`src/rtl/alu_seq_pkg.sv`:
```
// Shared types for the registered ALU: command encoding and FSM state constants.
package alu_seq_pkg;

  // Fixed encoding; codes 5..7 are reserved and reported as unsupported.
  typedef enum logic [2:0] {
    CMD_ADD  = 3'd0,
    CMD_SUB  = 3'd1,
    CMD_NAND = 3'd2,
    CMD_SHFT = 3'd3,
    CMD_MUL  = 3'd4
  } alu_cmd_e;

  localparam logic [1:0] ST_IDLE = 2'd0;
  localparam logic [1:0] ST_MUL  = 2'd1;
  localparam logic [1:0] ST_HOLD = 2'd2;

endpackage

```
`src/rtl/alu_seq_if.sv`:
```
// Operand/result handshake bundle for alu_seq; master drives operands, slave is the ALU.
interface alu_seq_if #(
  parameter int D = 8
);
  localparam int SW = $clog2(D);

  // Immediate field: flag=1 selects right shift, shamt is the shift distance.
  typedef struct packed {
    logic          flag;
    logic [SW-1:0] shamt;
  } immed_t;

  logic                   in_valid;
  logic                   in_ready;
  logic [D-1:0]           a;
  logic [D-1:0]           b;
  immed_t                 n;
  alu_seq_pkg::alu_cmd_e  cmd;
  logic                   out_valid;
  logic                   out_ready;
  logic [D-1:0]           x;
  logic                   flag_z;
  logic                   flag_c;
  logic                   flag_n;
  logic                   err;

  modport master (
    output in_valid, a, b, n, cmd, out_ready,
    input  in_ready, out_valid, x, flag_z, flag_c, flag_n, err
  );

  modport slave (
    input  in_valid, a, b, n, cmd, out_ready,
    output in_ready, out_valid, x, flag_z, flag_c, flag_n, err
  );

endinterface

```
`src/rtl/alu_seq_mul.sv`:
```
// Iterative unsigned shift-add multiplier: one multiplier bit per cycle, 2D-bit product.
module alu_mul_iter #(
  parameter int D = 8
) (
  input  logic           clk,
  input  logic           rst_n,
  input  logic           start,
  input  logic [D-1:0]   a,
  input  logic [D-1:0]   b,
  output logic           busy,
  output logic           done,
  output logic [2*D-1:0] prod
);
  localparam int CW = $clog2(D + 1);

  logic           busy_q, busy_d;
  logic [CW-1:0]  cnt_q, cnt_d;
  logic [2*D-1:0] acc_q, acc_d;
  logic [2*D-1:0] mcand_q, mcand_d;
  logic [D-1:0]   mplier_q, mplier_d;

  always_comb begin
    busy_d   = busy_q;
    cnt_d    = cnt_q;
    acc_d    = acc_q;
    mcand_d  = mcand_q;
    mplier_d = mplier_q;
    if (start) begin
      busy_d   = 1'b1;
      cnt_d    = CW'(D);
      acc_d    = '0;
      mcand_d  = {{D{1'b0}}, a};
      mplier_d = b;
    end else if (busy_q) begin
      // The cycle with cnt==0 is the done cycle; the consumer takes prod then.
      if (cnt_q == '0) begin
        busy_d = 1'b0;
      end else begin
        if (mplier_q[0]) acc_d = acc_q + mcand_q;
        mcand_d  = mcand_q << 1;
        mplier_d = mplier_q >> 1;
        cnt_d    = cnt_q - CW'(1);
      end
    end
  end

  always_ff @(posedge clk) begin
    if (!rst_n) begin
      busy_q <= 1'b0;
      cnt_q  <= '0;
    end else begin
      busy_q <= busy_d;
      cnt_q  <= cnt_d;
    end
  end

  // Datapath is only meaningful while busy, so it carries no reset.
  always_ff @(posedge clk) begin
    acc_q    <= acc_d;
    mcand_q  <= mcand_d;
    mplier_q <= mplier_d;
  end

  assign busy = busy_q;
  assign done = busy_q & (cnt_q == '0);
  assign prod = acc_q;

endmodule

```
`src/rtl/alu_seq.sv`:
```
// Registered ready/valid ALU (ADD/SUB/NAND/SHFT, optional MUL) with Z/C/N flags.
// Define ALU_MUL_EN to build the iterative multiplier; otherwise MUL reports err.
module alu_seq
  import alu_seq_pkg::*;
#(
  parameter int D = 8
) (
  input  logic     clk,
  input  logic     rst_n,
  alu_seq_if.slave bus
);
  localparam int SW = $clog2(D);

  logic [1:0]    state_q, state_d;
  logic          out_valid_q, out_valid_d;
  logic [D-1:0]  x_q, x_d;
  logic          z_q, z_d, c_q, c_d, n_q, n_d, err_q, err_d;

  logic [D:0]    sum;
  logic [SW-1:0] shamt;
  logic [D-1:0]  op_x;
  logic          op_c, op_err;
  logic          in_ready, accept, mul_idle;

`ifdef ALU_MUL_EN
  logic           mul_start, mul_busy, mul_done;
  logic [2*D-1:0] mul_prod;

  alu_mul_iter #(.D(D)) u_mul (
    .clk   (clk),
    .rst_n (rst_n),
    .start (mul_start),
    .a     (bus.a),
    .b     (bus.b),
    .busy  (mul_busy),
    .done  (mul_done),
    .prod  (mul_prod)
  );

  assign mul_idle = ~mul_busy;
`else
  assign mul_idle = 1'b1;
`endif

  // Single-cycle result, computed straight from the live operands.
  always_comb begin
    sum    = {1'b0, bus.a} + {1'b0, bus.b};
    shamt  = bus.n.shamt;
    op_x   = '0;
    op_c   = 1'b0;
    op_err = 1'b0;
    case (bus.cmd)
      CMD_ADD: begin
        op_x = sum[D-1:0];
        op_c = sum[D];
      end
      CMD_SUB: begin
        op_x = bus.a - bus.b;
        op_c = (bus.a >= bus.b);
      end
      CMD_NAND: op_x = ~(bus.a & bus.b);
      CMD_SHFT: begin
        if (32'(shamt) >= D) op_x = '0;
        else if (bus.n.flag) op_x = bus.a >> shamt;
        else                 op_x = bus.a << shamt;
      end
      default: op_err = 1'b1;
    endcase
  end

  // A slot opens when idle, or when the held result is being drained this cycle.
  assign in_ready = rst_n & mul_idle & (state_q != ST_MUL) & (~out_valid_q | bus.out_ready);
  assign accept   = bus.in_valid & in_ready;

  always_comb begin
    state_d     = state_q;
    out_valid_d = out_valid_q;
    x_d         = x_q;
    z_d         = z_q;
    c_d         = c_q;
    n_d         = n_q;
    err_d       = err_q;
`ifdef ALU_MUL_EN
    mul_start   = 1'b0;
`endif
    case (state_q)
      ST_IDLE, ST_HOLD: begin
        if (state_q == ST_HOLD && bus.out_ready) begin
          out_valid_d = 1'b0;
          state_d     = ST_IDLE;
        end
        if (accept) begin
`ifdef ALU_MUL_EN
          if (bus.cmd == CMD_MUL) begin
            mul_start   = 1'b1;
            out_valid_d = 1'b0;
            state_d     = ST_MUL;
          end else
`endif
          begin
            x_d         = op_x;
            z_d         = (op_x == '0);
            c_d         = op_c;
            n_d         = op_x[D-1];
            err_d       = op_err;
            out_valid_d = 1'b1;
            state_d     = ST_HOLD;
          end
        end
      end
`ifdef ALU_MUL_EN
      ST_MUL: begin
        if (mul_done) begin
          x_d         = mul_prod[D-1:0];
          z_d         = (mul_prod[D-1:0] == '0);
          c_d         = |mul_prod[2*D-1:D];
          n_d         = mul_prod[D-1];
          err_d       = 1'b0;
          out_valid_d = 1'b1;
          state_d     = ST_HOLD;
        end
      end
`endif
      default: state_d = ST_IDLE;
    endcase
  end

  always_ff @(posedge clk) begin
    if (!rst_n) begin
      state_q     <= ST_IDLE;
      out_valid_q <= 1'b0;
      x_q         <= '0;
      z_q         <= 1'b0;
      c_q         <= 1'b0;
      n_q         <= 1'b0;
      err_q       <= 1'b0;
    end else begin
      state_q     <= state_d;
      out_valid_q <= out_valid_d;
      x_q         <= x_d;
      z_q         <= z_d;
      c_q         <= c_d;
      n_q         <= n_d;
      err_q       <= err_d;
    end
  end

  assign bus.in_ready  = in_ready;
  assign bus.out_valid = out_valid_q;
  assign bus.x         = x_q;
  assign bus.flag_z    = z_q;
  assign bus.flag_c    = c_q;
  assign bus.flag_n    = n_q;
  assign bus.err       = err_q;

endmodule
```
`src/flat_wrapper.sv`:
```
// flat-port wrapper written by rule: the top's interface ports become plain ports
module alu_seq_flat import alu_seq_pkg::*;
#(
  parameter int D = 8
)
  (clk, rst_n, bus_in_valid, bus_a, bus_b, bus_n, bus_cmd, bus_out_ready, bus_in_ready, bus_out_valid, bus_x, bus_flag_z, bus_flag_c, bus_flag_n, bus_err);
  alu_seq_if #(.D(D)) bus_i ();
  input  logic clk;
  input  logic rst_n;
  input wire logic [$bits(bus_i.in_valid)-1:0] bus_in_valid;
  input wire logic [$bits(bus_i.a)-1:0] bus_a;
  input wire logic [$bits(bus_i.b)-1:0] bus_b;
  input wire logic [$bits(bus_i.n)-1:0] bus_n;
  input wire logic [$bits(bus_i.cmd)-1:0] bus_cmd;
  input wire logic [$bits(bus_i.out_ready)-1:0] bus_out_ready;
  output wire logic [$bits(bus_i.in_ready)-1:0] bus_in_ready;
  output wire logic [$bits(bus_i.out_valid)-1:0] bus_out_valid;
  output wire logic [$bits(bus_i.x)-1:0] bus_x;
  output wire logic [$bits(bus_i.flag_z)-1:0] bus_flag_z;
  output wire logic [$bits(bus_i.flag_c)-1:0] bus_flag_c;
  output wire logic [$bits(bus_i.flag_n)-1:0] bus_flag_n;
  output wire logic [$bits(bus_i.err)-1:0] bus_err;
  assign bus_i.in_valid = bus_in_valid;
  assign bus_i.a = bus_a;
  assign bus_i.b = bus_b;
  assign bus_i.n = bus_n;
  assign bus_i.cmd = bus_cmd;
  assign bus_i.out_ready = bus_out_ready;
  assign bus_in_ready = bus_i.in_ready;
  assign bus_out_valid = bus_i.out_valid;
  assign bus_x = bus_i.x;
  assign bus_flag_z = bus_i.flag_z;
  assign bus_flag_c = bus_i.flag_c;
  assign bus_flag_n = bus_i.flag_n;
  assign bus_err = bus_i.err;
  alu_seq #(.D(D)) u_core (.clk(clk), .rst_n(rst_n), .bus(bus_i));
endmodule
```
`config.mk`:
```
export PLATFORM = sky130hd
export DESIGN_NAME = alu_seq_flat
export DESIGN_NICKNAME = d
export VERILOG_FILES = /design/src/rtl/alu_seq_pkg.sv /design/src/rtl/alu_seq_if.sv /design/src/rtl/alu_seq_mul.sv /design/src/rtl/alu_seq.sv /design/src/flat_wrapper.sv
export SDC_FILE = /design/constraint.sdc
export NUM_CORES = 1
export LEC_CHECK = 0
export CAP_MARGIN = 20
export CORE_MARGIN = 2
export CORE_UTILIZATION = 40
export DETAILED_ROUTE_END_ITERATION = 7
export PLACE_DENSITY_LB_ADDON = 0.1
export SETUP_SLACK_MARGIN = 0.5
export SYNTH_ARGS = -nofsm -noshare
export SYNTH_HDL_FRONTEND = slang
export SYNTH_HIERARCHICAL = 1
export SYNTH_SLANG_ARGS = --single-unit
```
`constraint.sdc`:
```
create_clock -name clk -period 2.45 [get_ports clk]
set_input_delay 0.245 -clock clk [delete_from_list [all_inputs] [get_ports clk]]
set_output_delay 0.245 -clock clk [all_outputs]
set_load 0.005 [all_outputs]
```
* Word level (Yosys, flattened, before mapping)
Index checks and enable logic that the tools add are counted.
** Storage, ports and cells
- Register bits :: 14
** Cells by class
- Shift operators :: 2
- Mux-type cells :: 8
- Bitwise operators :: 6
- Reduce and logical (&&, ||, !) cells :: 10
- Equal/unequal tests :: 3
- Magnitude comparators :: 1
- Add/subtract/negate cells :: 2
** Operators by type and width (number)
- 8-bit case mux with 4 select lines :: 1
- 8-bit by 8-bit adder with 9-bit output :: 1
- 8-bit AND :: 1
- 8-bit greater-or-equal comparator :: 1
- 8-bit logical NOT :: 1
- 8-bit 2-to-1 mux :: 1
- 8-bit NOT :: 1
- 8-bit by 3-bit left shift with 8-bit output :: 1
- 8-bit by 3-bit >> shifter with 8-bit output :: 1
- 8-bit subtractor :: 1
- 3-bit by 2-bit == test with 1-bit output, second input constant :: 2
- 2-bit AND reduction :: 3
- 2-bit 2-to-1 mux :: 2
- 4-bit OR reduction :: 1
- 3-bit by 1-bit == test with 1-bit output, second input constant :: 1
- 3-bit logical NOT :: 1
- 1-bit 2-to-1 mux :: 3
- 1-bit AND :: 2
- 2-bit logical NOT :: 1
- 1-bit case mux with 2 select lines :: 1
- 2-bit nonzero test :: 1
- 2-bit OR reduction :: 1
- 1-bit logical AND :: 1
- 1-bit NOT :: 1
- 1-bit OR :: 1

* Depth between registers and ports, before layout
- Depth in word-level cells :: 6
- Mapped depth :: 11

* Worst setup path after synthesis
OpenSTA, ideal clock, no wires.
- Kind :: input to register
- Start point :: input port bus_b[2]
- End point :: register u_core.z_q, in the netlist u_core/bus.flag_z
- Path slack :: 362 ps
- Required time :: 2334 ps
- Arrival :: 1972 ps
- Cell stages on the path :: 10
- Library setup time :: 116 ps
- Cell sequence :: inv_1 ha_1 buf_2 or3b_2 a31oi_1 o311ai_1 o31ai_1 xnor2_1 a21oi_1 a41o_1
** On the way
- Longest elaborated chain between the ends :: 4
- Elaborated cells on any way between the ends :: 6
- Classes of those cells :: add/sub (2); mux (1); bitwise (2); reduce/logical (1)
** Ends and longest elaborated chain
- from (decl) :: line flat_wrapper.sv:12 : input wire logic [$bits(bus_i.b)-1:0] bus_b;
- branches (longest 2 deep; another with 8-bit subtractor)
- 8-bit case mux with 4 select lines (*) :: line alu_seq.sv:52 : case (bus.cmd)
- 8-bit logical NOT (*) :: line alu_seq.sv:102 : z_d = (op_x == '0);
- to (signal assigned) :: line alu_seq.sv:141 : z_q <= z_d;
- to (decl) :: line alu_seq.sv:17 : logic z_q, z_d, c_q, c_d, n_q, n_d, err_q, err_d;
Every way passes the cells marked *.
A chain may end at the register's enable or synchronous reset.

* Worst setup path after layout
- Start point :: input port bus_b[3]
- End point :: register u_core.z_q, in the netlist u_core/bus.flag_z
Same word-level chain as after synthesis.

==> flow_metrics.tcl <==
set metrics [dict create \
    status "finished clean" \
    grt_first_pass_wirelength_um 10200 \
    hpwlAfterDp_um 4540 \
    gp_congestion 0.868 \
    synth_top_cell_area_share_pct 13.3 \
    antenna_found_initial 0 \
    cts_sinks 12 \
    ys_seq_area_share_pct 13.3 \
    grt_usage_pct 24.9 \
    pin_count 41 \
    synthAdderAreaFrac_pct 14.0 \
    skew_ns 0.000504 \
    p_sw_mw 0.340 \
    synthArstFlopShare_pct 0 \
    maxCapViolations 0 \
    synthSimpleGateAreaFrac_pct 23.9 \
    crit_chain "dlygate4sd2_1 -> inv_2 -> ha_4 -> or3b_4 -> a31oi_4 -> o311ai_4 -> o31ai_2 -> xnor2_1 -> a21oi_1 -> a41o_1" \
    start_util_pct 41.5 \
    hold_viol_final 0 \
    io_buffers 40 \
    synth_top_area_cell "dfxtp_1" \
    dp_slack_ns -0.167 \
    critPathMaxFanout 5 \
    cpMaxStageDelayCell "or3b_4" \
    dieArea_mm2 0.00507 \
    p_clk_share_pct 22.0 \
    route.detailed.wl_per_inst_um 16.3 \
    startpoint_type "input pin" \
    hold_class "input pin to register" \
    finalCritPeriodShare_pct 79.7 \
    core_mm2 0.00435 \
    grt_max_degree 19 \
    syn_inst 245 \
    layout_setup_ws_ns 0.497 \
    cp.required_ns 2.58 \
    ir_drop_mv 0.230 \
    insertion_delay_ns 0.24 \
    power_frac_comb_pct 55.8 \
    cp_top_family "compound AO/OA/AOI/OAI gates" \
    drive_gt1_share_pct 37.8 \
    post-route-min-period_ns 1.95 \
    synth.top_cells.by_area "dfxtp_1 (13%), ha_1 (12%), a21oi_1 (5.5%)" \
    p_per_area_mw_per_mm2 326 \
    drv_slew 0 \
    max-slew-margin-rel_pct 75.7 \
    synth_mux_area_share_pct 12.2 \
    hold_ws_ns 0.436 \
    synth_xor_area_share_pct 2.43 \
    synth_top_family_by_area "compound AO/OA/AOI/OAI gates" \
    worst-setup-path-type "input pin to register" \
    p_leak_nw 1.29 \
    p_int_mw 0.630 \
    seq_power_share_pct 22.2 \
    nNetsFinal 378 \
    final_antenna_net_count 0 \
    cp_num_buf_inv 2 \
    finalSetupViolCount 0 \
    synth_cell_type_count 53 \
    cts_max_level 1 \
    drt_pre_antenna_iters 4 \
    utilization_pct 68.4 \
    syn_nets 291 \
    ys_seq_elements 12 \
    swShare_pct 35.0 \
    dpl.cell_count 370 \
    areaGrowthSynthToFinish_pct 64.9 \
    detail_route.wirelength_um 6250 \
    placementRows 24 \
    syn_area_mm2 0.00181 \
    syn_avg_cell_area_um2 7.37 \
    drcViolationCount 0 \
    grt_pass1_vias 2176 \
    critPathArrivalTime_ns 2.08 \
    cts_buffers 3 \
    synth-edff-count 0 \
    die_h_um 71.2 \
    stdcell_count 383 \
    overflow 0 \
    via_count 2169 \
    rsz0062_at_grt "true" \
    synthFlopType "dfxtp_1" \
    cp-end-kind "register" \
    max_freq_mhz 512 \
    worst_pin_slew_ns 0.363 \
    n_antenna_cell 0 \
    viasPerCell 5.66 \
    max_stage_delay_ns 0.43 \
    yosys_warnings 6 \
    path_clk_slew_ns 0.05 \
    die_w_um 71.2 \
    synth_compound_area_share_pct 26.0 \
    clock_tree.root_cell "clkbuf_8" \
    drt_iter0_drc 130 \
    cts_buffer_depth 2 \
    cts_tree "yes" \
]
per-layer routing:
layer | global-route usage (%) | part of all wire (%) | vias to the layer above
met5 | 0 | 0 | -
met4 | 7.76 | 0.91 | 0
met3 | 3.28 | 5.5 | 6
met2 | 44.1 | 52 | 76
met1 | 31.2 | 42 | 1017
li1 | - | - | 1070
synthesized netlist by cell type, types with 4 or more instances:
cell type,number
nand2_1,14
clkbuf_1,8
inv_1,21
nand3_1,18
o211ai_1,5
dfxtp_1,12
buf_2,4
nand2b_1,6
o31ai_1,4
mux2_2,6
a21oi_1,20
mux2i_1,7
and3_1,4
xnor2_1,4
nor2_1,20
nand3b_1,4
o21ai_0,15
nor2b_1,4
ha_1,17
flip-flops by register name (all words and copies together) (netlist names):
name and cells:
u_core/bus.flag_z 1, u_core/bus.x 8, u_core/state_q 1, u_core/bus.flag_c 1, u_core/bus.err 1
layout by cell type (no fill, tap or decap), types with 5 or more instances in the layout:
master	netlist	routed
buf_4	1	46
nor2_1	20	20
clkdlybuf4s50_1	0	19
nand3_1	18	16
inv_1	21	14
nand2_1	14	14
o21ai_0	15	13
a21oi_1	20	13
dfxtp_1	12	12
buf_6	1	11
ha_1	17	9
a21oi_2	1	8
dlygate4sd2_1	0	7
mux2i_1	7	7
ha_4	0	7
dlymetal6s2s_1	0	6
inv_2	0	6
nand2b_1	6	6
mux2_2	6	6
o211ai_1	5	5
final cells by class:
| type | instances | area (µm²) |
|---|---|---|
| inverter | 21 | 81.3 |
| clock buffer | 4 | 55.1 |
| fill | 364 | 1380 |
| tap | 52 | 65.1 |
| multi-input combinational | 198 | 1690 |
| timing repair buffer | 96 | 842 |
| sequential | 12 | 240 |
timing repair:
action | 4_1_cts | 5_1_grt
setup endpoints to repair | 10 | 7
hold buffers | 0 | 0
pin swaps | 20 | 14
gates resized for setup | 81 | 27
setup buffers | 7 | 1
cloned | 1 | 0
final timing paths:
kind                           from           endpoint  slack [ns]  depth (start not counted)
hold reg to reg     u_core/bus.x[3]    u_core/bus.x[3]        0.47                          2
setup / recovery           bus_b[3]  u_core/bus.flag_z        0.50                         10
hold / removal           bus_cmd[2]    u_core/bus.x[7]        0.44                          2
setup reg to reg  u_core/state_q[1]  u_core/bus.flag_z        0.97                          6
cells by family (layout without fill, tap and decap cells):
logic type                 after synthesis  in the layout
adders and majority gates               19             19
muxes                                   17             17
xor gates and xnor gates                 5              5
and+or+nand+nor                         85             85
AOI/OAI and AO/OA                       72             72
DFF                                     12             12
buffers and inverters                   35            121
stage by stage:
stage | setup TNS, ns | power [mW] | cell area (µm²)
after floorplan | 0 | 0.455 | 1820
after global placement | -0.256 | 0.663 | 2560
after detailed placement | -0.358 | 0.663 | 2560
after CTS | 0 | 0.942 | 2880
after global routing | 0 | 1.03 | 2980
final | 0 | 0.970 | 2980
power by group through the flow:
stage	combinational [mW]	sequential (mW)	clock (mW)
after floorplan	0.234	0.220	0
after global placement	0.443	0.219	0
after detailed placement	0.443	0.220	0
after CTS	0.507	0.216	0.219
after global routing	0.587	0.217	0.228
final	0.541	0.216	0.213
worst reg2reg max path: stages (launching register included):
cell and delay (ns):
dfxtp_1 0.30, nand2b_1 0.07, and2_1 0.15, nand2_1 0.22
a211oi_2 0.31, and4_1 0.22, a41o_1 0.16
No activity file was read; power rests on OpenSTA's default activity.
